==> src/rtl/mem_access_if.sv <==
// mem_access_if: EX/MEM request, data-memory handshake and MEM/WB result bundle.
// slave = memory access unit, master = pipeline/memory environment driving it.
interface mem_access_if;
    logic        ex_valid;
    logic        ex_rd;
    logic        ex_wr;
    logic [1:0]  ex_size;
    logic        ex_unsigned;
    logic [31:0] ex_addr;
    logic [31:0] ex_wdata;
    logic [6:0]  ex_wb;
    logic        dmem_req;
    logic        dmem_we;
    logic [31:0] dmem_addr;
    logic [3:0]  dmem_be;
    logic [31:0] dmem_wdata;
    logic        dmem_ack;
    logic [31:0] dmem_rdata;
    logic        mem_stall;
    logic        wb_valid;
    logic [31:0] wb_data;
    logic [6:0]  wb_ctrl;
    logic        misalign;

    modport master (
        output ex_valid, ex_rd, ex_wr, ex_size, ex_unsigned, ex_addr, ex_wdata, ex_wb,
        output dmem_ack, dmem_rdata,
        input  dmem_req, dmem_we, dmem_addr, dmem_be, dmem_wdata,
        input  mem_stall, wb_valid, wb_data, wb_ctrl, misalign
    );

    modport slave (
        input  ex_valid, ex_rd, ex_wr, ex_size, ex_unsigned, ex_addr, ex_wdata, ex_wb,
        input  dmem_ack, dmem_rdata,
        output dmem_req, dmem_we, dmem_addr, dmem_be, dmem_wdata,
        output mem_stall, wb_valid, wb_data, wb_ctrl, misalign
    );
endinterface

==> src/rtl/mem_access_unit.sv <==
// mem_access_unit: EX/MEM load/store sequencer with byte-lane steering and load extension.
// Optional macro MEM_ALIGN_CHECK_EN: misaligned half/word accesses trap instead of being forced aligned.
module mem_access_unit (
    input  logic        clk,
    input  logic        rst_n,
    mem_access_if.slave bus
);
    typedef enum logic [0:0] {IDLE = 1'b0, ACCESS = 1'b1} state_t;

    state_t      state_r, state_nxt_s;
    logic        dmem_req_r, dmem_req_nxt_s;
    logic        dmem_we_r, dmem_we_nxt_s;
    logic [31:0] dmem_addr_r, dmem_addr_nxt_s;
    logic [3:0]  dmem_be_r, dmem_be_nxt_s;
    logic [31:0] dmem_wdata_r, dmem_wdata_nxt_s;
    logic        wb_valid_r, wb_valid_nxt_s;
    logic [31:0] wb_data_r, wb_data_nxt_s;
    logic [6:0]  wb_ctrl_r, wb_ctrl_nxt_s;
    logic        misalign_r, misalign_nxt_s;
    logic        memop_s;
    logic        misalign_s;
    logic [31:0] load_ext_s;

    function automatic logic [3:0] lane_enable(input logic [1:0] size, input logic [1:0] addr);
        logic [3:0] be;
        case (size)
            2'b00:   be = 4'b0001 << addr;
            2'b01:   be = addr[1] ? 4'b1100 : 4'b0011;
            default: be = 4'b1111;
        endcase
        return be;
    endfunction

    function automatic logic [31:0] lane_replicate(input logic [1:0] size, input logic [31:0] data);
        logic [31:0] rep;
        case (size)
            2'b00:   rep = {4{data[7:0]}};
            2'b01:   rep = {2{data[15:0]}};
            default: rep = data;
        endcase
        return rep;
    endfunction

    assign memop_s = bus.ex_rd | bus.ex_wr;

`ifdef MEM_ALIGN_CHECK_EN
    assign misalign_s = ((bus.ex_size == 2'b01) & bus.ex_addr[0]) |
                        (bus.ex_size[1] & (bus.ex_addr[1:0] != 2'b00));
`else
    assign misalign_s = 1'b0;
`endif

    // Lane pick from the returned word; ex_* are held stable while the access is pending.
    always_comb begin
        load_ext_s = bus.dmem_rdata;
        case (bus.ex_size)
            2'b00: begin
                load_ext_s[7:0]  = bus.dmem_rdata[{bus.ex_addr[1:0], 3'b000} +: 8];
                load_ext_s[31:8] = bus.ex_unsigned ? 24'h000000 : {24{load_ext_s[7]}};
            end
            2'b01: begin
                load_ext_s[15:0]  = bus.dmem_rdata[{bus.ex_addr[1], 4'b0000} +: 16];
                load_ext_s[31:16] = bus.ex_unsigned ? 16'h0000 : {16{load_ext_s[15]}};
            end
            default: load_ext_s = bus.dmem_rdata;
        endcase
    end

    // Next-state and next-output decode for the IDLE/ACCESS sequencer.
    always_comb begin
        state_nxt_s      = state_r;
        dmem_req_nxt_s   = dmem_req_r;
        dmem_we_nxt_s    = dmem_we_r;
        dmem_addr_nxt_s  = dmem_addr_r;
        dmem_be_nxt_s    = dmem_be_r;
        dmem_wdata_nxt_s = dmem_wdata_r;
        wb_valid_nxt_s   = 1'b0;
        wb_data_nxt_s    = wb_data_r;
        wb_ctrl_nxt_s    = wb_ctrl_r;
        misalign_nxt_s   = 1'b0;
        case (state_r)
            IDLE: begin
                if (bus.ex_valid && memop_s && !misalign_s) begin
                    state_nxt_s      = ACCESS;
                    dmem_req_nxt_s   = 1'b1;
                    dmem_we_nxt_s    = bus.ex_wr & ~bus.ex_rd;
                    dmem_addr_nxt_s  = {bus.ex_addr[31:2], 2'b00};
                    dmem_be_nxt_s    = lane_enable(bus.ex_size, bus.ex_addr[1:0]);
                    dmem_wdata_nxt_s = lane_replicate(bus.ex_size, bus.ex_wdata);
                end else if (bus.ex_valid && memop_s) begin
                    wb_valid_nxt_s = 1'b1;
                    wb_data_nxt_s  = 32'h0000_0000;
                    wb_ctrl_nxt_s  = 7'h00;
                    misalign_nxt_s = 1'b1;
                end else if (bus.ex_valid) begin
                    wb_valid_nxt_s = 1'b1;
                    wb_data_nxt_s  = bus.ex_addr;
                    wb_ctrl_nxt_s  = bus.ex_wb;
                end else begin
                    state_nxt_s = IDLE;
                end
            end
            ACCESS: begin
                if (bus.dmem_ack) begin
                    state_nxt_s    = IDLE;
                    dmem_req_nxt_s = 1'b0;
                    wb_valid_nxt_s = 1'b1;
                    wb_ctrl_nxt_s  = bus.ex_wb;
                    wb_data_nxt_s  = dmem_we_r ? 32'h0000_0000 : load_ext_s;
                end else begin
                    state_nxt_s = ACCESS;
                end
            end
            default: begin
                state_nxt_s    = IDLE;
                dmem_req_nxt_s = 1'b0;
            end
        endcase
    end

    // State and registered outputs; reset abandons any pending access.
    always_ff @(posedge clk or negedge rst_n) begin
        if (!rst_n) begin
            state_r      <= IDLE;
            dmem_req_r   <= 1'b0;
            dmem_we_r    <= 1'b0;
            dmem_addr_r  <= 32'h0000_0000;
            dmem_be_r    <= 4'b0000;
            dmem_wdata_r <= 32'h0000_0000;
            wb_valid_r   <= 1'b0;
            wb_data_r    <= 32'h0000_0000;
            wb_ctrl_r    <= 7'h00;
            misalign_r   <= 1'b0;
        end else begin
            state_r      <= state_nxt_s;
            dmem_req_r   <= dmem_req_nxt_s;
            dmem_we_r    <= dmem_we_nxt_s;
            dmem_addr_r  <= dmem_addr_nxt_s;
            dmem_be_r    <= dmem_be_nxt_s;
            dmem_wdata_r <= dmem_wdata_nxt_s;
            wb_valid_r   <= wb_valid_nxt_s;
            wb_data_r    <= wb_data_nxt_s;
            wb_ctrl_r    <= wb_ctrl_nxt_s;
            misalign_r   <= misalign_nxt_s;
        end
    end

    // Misaligned traps complete in the accept cycle, so they do not stall.
    assign bus.mem_stall  = ((state_r == IDLE) & bus.ex_valid & memop_s & ~misalign_s) |
                            ((state_r == ACCESS) & ~bus.dmem_ack);
    assign bus.dmem_req   = dmem_req_r;
    assign bus.dmem_we    = dmem_we_r;
    assign bus.dmem_addr  = dmem_addr_r;
    assign bus.dmem_be    = dmem_be_r;
    assign bus.dmem_wdata = dmem_wdata_r;
    assign bus.wb_valid   = wb_valid_r;
    assign bus.wb_data    = wb_data_r;
    assign bus.wb_ctrl    = wb_ctrl_r;
    assign bus.misalign   = misalign_r;
endmodule

==> src/flat_wrapper.sv <==
// flat-port wrapper written by rule: the top's interface ports become plain ports
module mem_access_unit_flat 
  (clk, rst_n, bus_ex_valid, bus_ex_rd, bus_ex_wr, bus_ex_size, bus_ex_unsigned, bus_ex_addr, bus_ex_wdata, bus_ex_wb, bus_dmem_ack, bus_dmem_rdata, bus_dmem_req, bus_dmem_we, bus_dmem_addr, bus_dmem_be, bus_dmem_wdata, bus_mem_stall, bus_wb_valid, bus_wb_data, bus_wb_ctrl, bus_misalign);
  mem_access_if bus_i ();
  input  logic clk;
  input  logic rst_n;
  input wire logic [$bits(bus_i.ex_valid)-1:0] bus_ex_valid;
  input wire logic [$bits(bus_i.ex_rd)-1:0] bus_ex_rd;
  input wire logic [$bits(bus_i.ex_wr)-1:0] bus_ex_wr;
  input wire logic [$bits(bus_i.ex_size)-1:0] bus_ex_size;
  input wire logic [$bits(bus_i.ex_unsigned)-1:0] bus_ex_unsigned;
  input wire logic [$bits(bus_i.ex_addr)-1:0] bus_ex_addr;
  input wire logic [$bits(bus_i.ex_wdata)-1:0] bus_ex_wdata;
  input wire logic [$bits(bus_i.ex_wb)-1:0] bus_ex_wb;
  input wire logic [$bits(bus_i.dmem_ack)-1:0] bus_dmem_ack;
  input wire logic [$bits(bus_i.dmem_rdata)-1:0] bus_dmem_rdata;
  output wire logic [$bits(bus_i.dmem_req)-1:0] bus_dmem_req;
  output wire logic [$bits(bus_i.dmem_we)-1:0] bus_dmem_we;
  output wire logic [$bits(bus_i.dmem_addr)-1:0] bus_dmem_addr;
  output wire logic [$bits(bus_i.dmem_be)-1:0] bus_dmem_be;
  output wire logic [$bits(bus_i.dmem_wdata)-1:0] bus_dmem_wdata;
  output wire logic [$bits(bus_i.mem_stall)-1:0] bus_mem_stall;
  output wire logic [$bits(bus_i.wb_valid)-1:0] bus_wb_valid;
  output wire logic [$bits(bus_i.wb_data)-1:0] bus_wb_data;
  output wire logic [$bits(bus_i.wb_ctrl)-1:0] bus_wb_ctrl;
  output wire logic [$bits(bus_i.misalign)-1:0] bus_misalign;
  assign bus_i.ex_valid = bus_ex_valid;
  assign bus_i.ex_rd = bus_ex_rd;
  assign bus_i.ex_wr = bus_ex_wr;
  assign bus_i.ex_size = bus_ex_size;
  assign bus_i.ex_unsigned = bus_ex_unsigned;
  assign bus_i.ex_addr = bus_ex_addr;
  assign bus_i.ex_wdata = bus_ex_wdata;
  assign bus_i.ex_wb = bus_ex_wb;
  assign bus_i.dmem_ack = bus_dmem_ack;
  assign bus_i.dmem_rdata = bus_dmem_rdata;
  assign bus_dmem_req = bus_i.dmem_req;
  assign bus_dmem_we = bus_i.dmem_we;
  assign bus_dmem_addr = bus_i.dmem_addr;
  assign bus_dmem_be = bus_i.dmem_be;
  assign bus_dmem_wdata = bus_i.dmem_wdata;
  assign bus_mem_stall = bus_i.mem_stall;
  assign bus_wb_valid = bus_i.wb_valid;
  assign bus_wb_data = bus_i.wb_data;
  assign bus_wb_ctrl = bus_i.wb_ctrl;
  assign bus_misalign = bus_i.misalign;
  mem_access_unit u_core (.clk(clk), .rst_n(rst_n), .bus(bus_i));
endmodule
==> config.mk <==
export PLATFORM = sky130hd
export DESIGN_NAME = mem_access_unit_flat
export DESIGN_NICKNAME = d
export VERILOG_FILES = /design/src/rtl/mem_access_if.sv /design/src/rtl/mem_access_unit.sv /design/src/flat_wrapper.sv
export SDC_FILE = /design/constraint.sdc
export NUM_CORES = 1
export LEC_CHECK = 0
export ABC_AREA = 1
export CAP_MARGIN = 20
export CORE_MARGIN = 4
export CORE_UTILIZATION = 40
export DETAILED_ROUTE_END_ITERATION = 8
export MAX_ROUTING_LAYER = met4
export PLACE_DENSITY_LB_ADDON = 0.15
export SYNTH_ARGS = -nofsm -noshare
export SYNTH_HDL_FRONTEND = slang
export SYNTH_SLANG_ARGS = --single-unit
==> constraint.sdc <==
create_clock -name clk -period 2.05 [get_ports clk]
set_clock_uncertainty 0.15 [all_clocks]
set_input_delay 0.41 -clock clk [delete_from_list [all_inputs] [get_ports clk]]
set_output_delay 0.41 -clock clk [all_outputs]
set_load 0.05 [all_outputs]
# After elaboration in Yosys (flattened, before gate mapping)
# Index checks and enable logic that the tools add are counted.
# Widths: inputs -> output; s select.
# op_classes
eq_ne	5
magnitude_cmp	0
n_mul	0
reduce_logical	5
n_bitwise	9
shifts	3
n_div	0
muxes	25
add_sub_neg	0
# ops
cell	n
$pmux 32 s2	3
$mux 32	4
$shiftx 32x6->16	1
$shiftx 32x6->8	1
$mux 24	1
$mux 7	3
$mux 16	1
$pmux 7 s2	1
$pmux 4 s2	1
$mux 1	7
$ne 2x2->1 const B	3
$pmux 1 s2	3
$and 1x1->1	4
$mux 4	1
$reduce_and 2->1	2
$shl 1x2->4 const A	1
$not 1->1	3
$reduce_and 3->1	1
$eq 2x1->1 const B	1
$logic_not 2->1	1
$ne 2x1->1 const B	1
$or 1x1->1	2
$logic_and 1x1->1	1
# totals
latchBits	0
elab_cells	56
register_bits	109
input_bits	112
mem_count	0
output_inout_bits	112
ram_bits	0
mem_bits_ro	0

# Logic depth before layout (Yosys ltp)
# logic_depth
word_depth	6
ltp_mapped	11
mapped_depth_nobuf	10

# Worst setup path before layout
# OpenSTA, ideal clock, no wires.
# synth_path
path_kind	register -> output
start	reg u_core.state_r
end	out bus_mem_stall
arrival_ns	1.769
required_ns	1.490
stages_incl_launch_ff	4
slack_ns	-0.279
path_buffers	1
cell_sequence	dfrtp_1 inv_2 clkbuf_1 o21ai_0
# synth_via
elab_chain_len	4
elab_cells_between_ends	5
classes_between	bitwise: 5
# synth_rtl
element	line_no	source
start, declared	mem_access_unit.sv:10	state_t state_r, state_nxt_s;
start signal, assigned	mem_access_unit.sv:135	state_r <= state_nxt_s;
$not 1->1 (no line)	-	
$and 1x1->1 (2 in series)	mem_access_unit.sv:149	assign bus.mem_stall = ((state_r == IDLE) & bus.ex_valid & memop_s & ~misalign_s) |
$or 1x1->1 *	mem_access_unit.sv:149	
end, declared	flat_wrapper.sv:22	output wire logic [$bits(bus_i.mem_stall)-1:0] bus_mem_stall;
# Every way passes the cells marked *; elsewhere a longest branch is shown, timed or not.

# Final worst setup path
# layout_path
start	in bus_ex_valid
end	out bus_mem_stall
# layout_via
elab_chain_len	3
# layout_rtl
element	line_no	source
start, declared	flat_wrapper.sv:7	input wire logic [$bits(bus_i.ex_valid)-1:0] bus_ex_valid;
$and 1x1->1 (2 in series)	mem_access_unit.sv:149	
$or 1x1->1	mem_access_unit.sv:149	
# Every way passes these cells.

==> reports/results.tsv <==
metric	value	unit
place_congestion	0.940	
setup_viol	0	
status	completed	
die_h	123	um
cp_max_fo	5	
rows	41	
worstSetupPathType	in2out	
synth_area	5250	sq um
hold_path_class	in2async	
cts_buffers	9	
utilization	0.622	
drt-wirelength-per-cell	16.6	um
dpl_cell_area	7620	sq um
crit_path_end_kind	output port	
first_global_vias	5515	
ys_seq_elements	109	
p_per_area	1150	nW/um^2
syn_inst	674	
yosys_warnings	0	
drtIter0Drc	433	
power	0.00913	W
cp.required	1.49	ns
drc	0	
coreArea	12700	sq um
antenna_cells	0	
antenna_found_initial	0	
hold_viol_final	0	
ios	224	
seq_area	2730	sq um
post-dp-hpwl	14.3	mm
clockBufferDepth	2	
vdd_ir_drop_max	0.635	mV
die_x	123	um
p_leak	3.86	nW
yosysSeqAreaShare	0.520	
critPathLaunchType	input port	
multiInputGateArea	2240	sq um
clk_latency	0.35	ns
firstDrtPassIters	5	
grt_pass1_wl	28.4	mm
rsz0062_at_grt	no	
fillers	1161	
synth_area_leader_cell	dfrtp_1	
num_vias	5481	
finalCritPeriodShare	0.976	
synthTopCellsByArea	dfrtp_1 (52%), nand2_1 (19%), a21oi_1 (6.8%)	
drv_cap	0	
tritoncts	yes	
htreeDepth	3	
nets	1025	
drt-total-wl	18.1	mm
drive_gt1_frac	0.204	
grt_usage	0.251	
grt_max_degree	56	
cts-root-buf	clkbuf_16	
post_synth.cell_area_avg	7.79	sq um
clk_pin_slew	0.07	ns
synth-async-reset-ratio	1.00	
stdcell_area	7910	sq um
via_per_inst	5.03	
setup-tns-final	0	ns
ant_nets	0	
worst_pin_slew	0.506	ns
start_util	0.413	
die_area	15000	sq um
fmax	500	MHz
synth_top_area_frac	0.520	
slew_headroom	0.662	
ys_types	26	
synth_edf_count	0	
crit_arrival	1.44	ns
synth-main-ff-cell	dfrtp_1	
syn_to_final_growth	50.7	%
port_buffers	220	
min_period	2.00	ns
post-cts-setup-buffers	0	
grt.overflow.total	0	
drv_slew	0	
clock-sinks	109	
-- synthesized netlist by cell type, types with 2 or more instances --
cell and n:
nand2_1 270, dfrtp_1 109, nor2_1 77, a21oi_1 71
a31oi_1 25, nand3_1 24, clkbuf_1 15, inv_1 13
o21ai_0 13, buf_2 12, a21oi_2 11, buf_4 8
inv_2 8, buf_6 3, nand2_2 3, nand3_2 2
-- critical path: stages --
cell and delay (ns):
clkdlybuf4s50_1 0.47, inv_1 0.07, nor2_4 0.11, o21ai_4 0.09, o21ai_1 0.11, buf_6 0.18
-- cell type report --
class,instances,share of cell area
clock buffers,13,0.0342
clock inverters,2,0.00221
inverters,22,0.0106
multi-input cells,505,0.283
flip-flops and latches,109,0.345
well taps,172,0.0272
repair buffers,266,0.298
-- timing repair --
| item | in CTS | in global routing |
|---|---|---|
| gates resized for setup | 11 | 3 |
| endpoints found under the setup margin | 11 | 2 |
| hold buffers | 1 | 0 |
| endpoints found under the hold margin | 8 | 0 |
-- final timing paths --
check	slack (ns)	from	to	cells after the start
worst min register to register	0.33	u_core.bus.wb_ctrl[2]	u_core.bus.wb_ctrl[2]	2
worst max register to register	0.44	u_core.state_r	u_core.bus.wb_data[27]	7
max in group asynchronous	0.91	rst_n	u_core.bus.wb_data[16]	3
min in group clk	0.33	u_core.bus.wb_ctrl[2]	u_core.bus.wb_ctrl[2]	2
worst max-delay path	0.05	bus_ex_valid	bus_mem_stall	6
worst min-delay path	0.28	rst_n	u_core.bus.dmem_wdata[19]	2
-- cells by family after synthesis --
group                  synth area share
AND/OR/NAND/NOR                   0.290
buffers and inverters            0.0596
flip-flops                        0.520
other                          0.000714
AO/OA/AOI/OAI                     0.130
-- flip-flops by register name, indices dropped and copies added (netlist names) --
signal / flops
u_core.bus.dmem_addr: 30
u_core.bus.dmem_be: 4
u_core.bus.dmem_req: 1
u_core.bus.dmem_wdata: 32
u_core.bus.dmem_we: 1
u_core.bus.wb_ctrl: 7
u_core.bus.wb_data: 32
u_core.bus.wb_valid: 1
u_core.state_r: 1
-- power breakdown --
group / switching [W] / leakage (nW) / internal, W
sequential: 0.000330 / 1.28 / 0.00269
clock: 0.000785 / 0.142 / 0.000924
combinational: 0.00306 / 2.44 / 0.00134
-- through the flow --
| stage | setup WS (ns) | std cells | hold WS, ns |
|---|---|---|---|
| floorplan | 0.0858 | 676 | -0.0356 |
| global placement | -0.186 | 1073 | 0.112 |
| detailed placement | -0.174 | 1073 | 0.114 |
| CTS | 0.00651 | 1089 | 0.287 |
| global route | 0.0152 | 1089 | 0.295 |
| finish | 0.0489 | 1089 | 0.285 |
-- layer usage --
layer | up-vias | global-route usage | routed length, um
li1 | 2640 | - | -
met1 | 2616 | 0.314 | 7600
met2 | 195 | 0.409 | 8860
met3 | 30 | 0.0484 | 1200
met4 | 0 | 0.0875 | 414
met5 | - | - | 0
-- layout by cell type, fill, tap and decap left out, types with 3 or more instances in the layout --
master / instances
nand2_2: 3
o21ai_0: 12
inv_1: 13
clkbuf_8: 3
conb_1: 3
nand3_1: 24
clkdlybuf4s50_1: 110
dlygate4sd2_1: 11
a21oi_1: 71
clkbuf_16: 9
nor2_1: 77
a31oi_1: 25
inv_2: 8
nand2_1: 270
buf_12: 5
a21oi_2: 10
dfrtp_1: 109
buf_4: 137
Power figures use the tool's default switching activity.
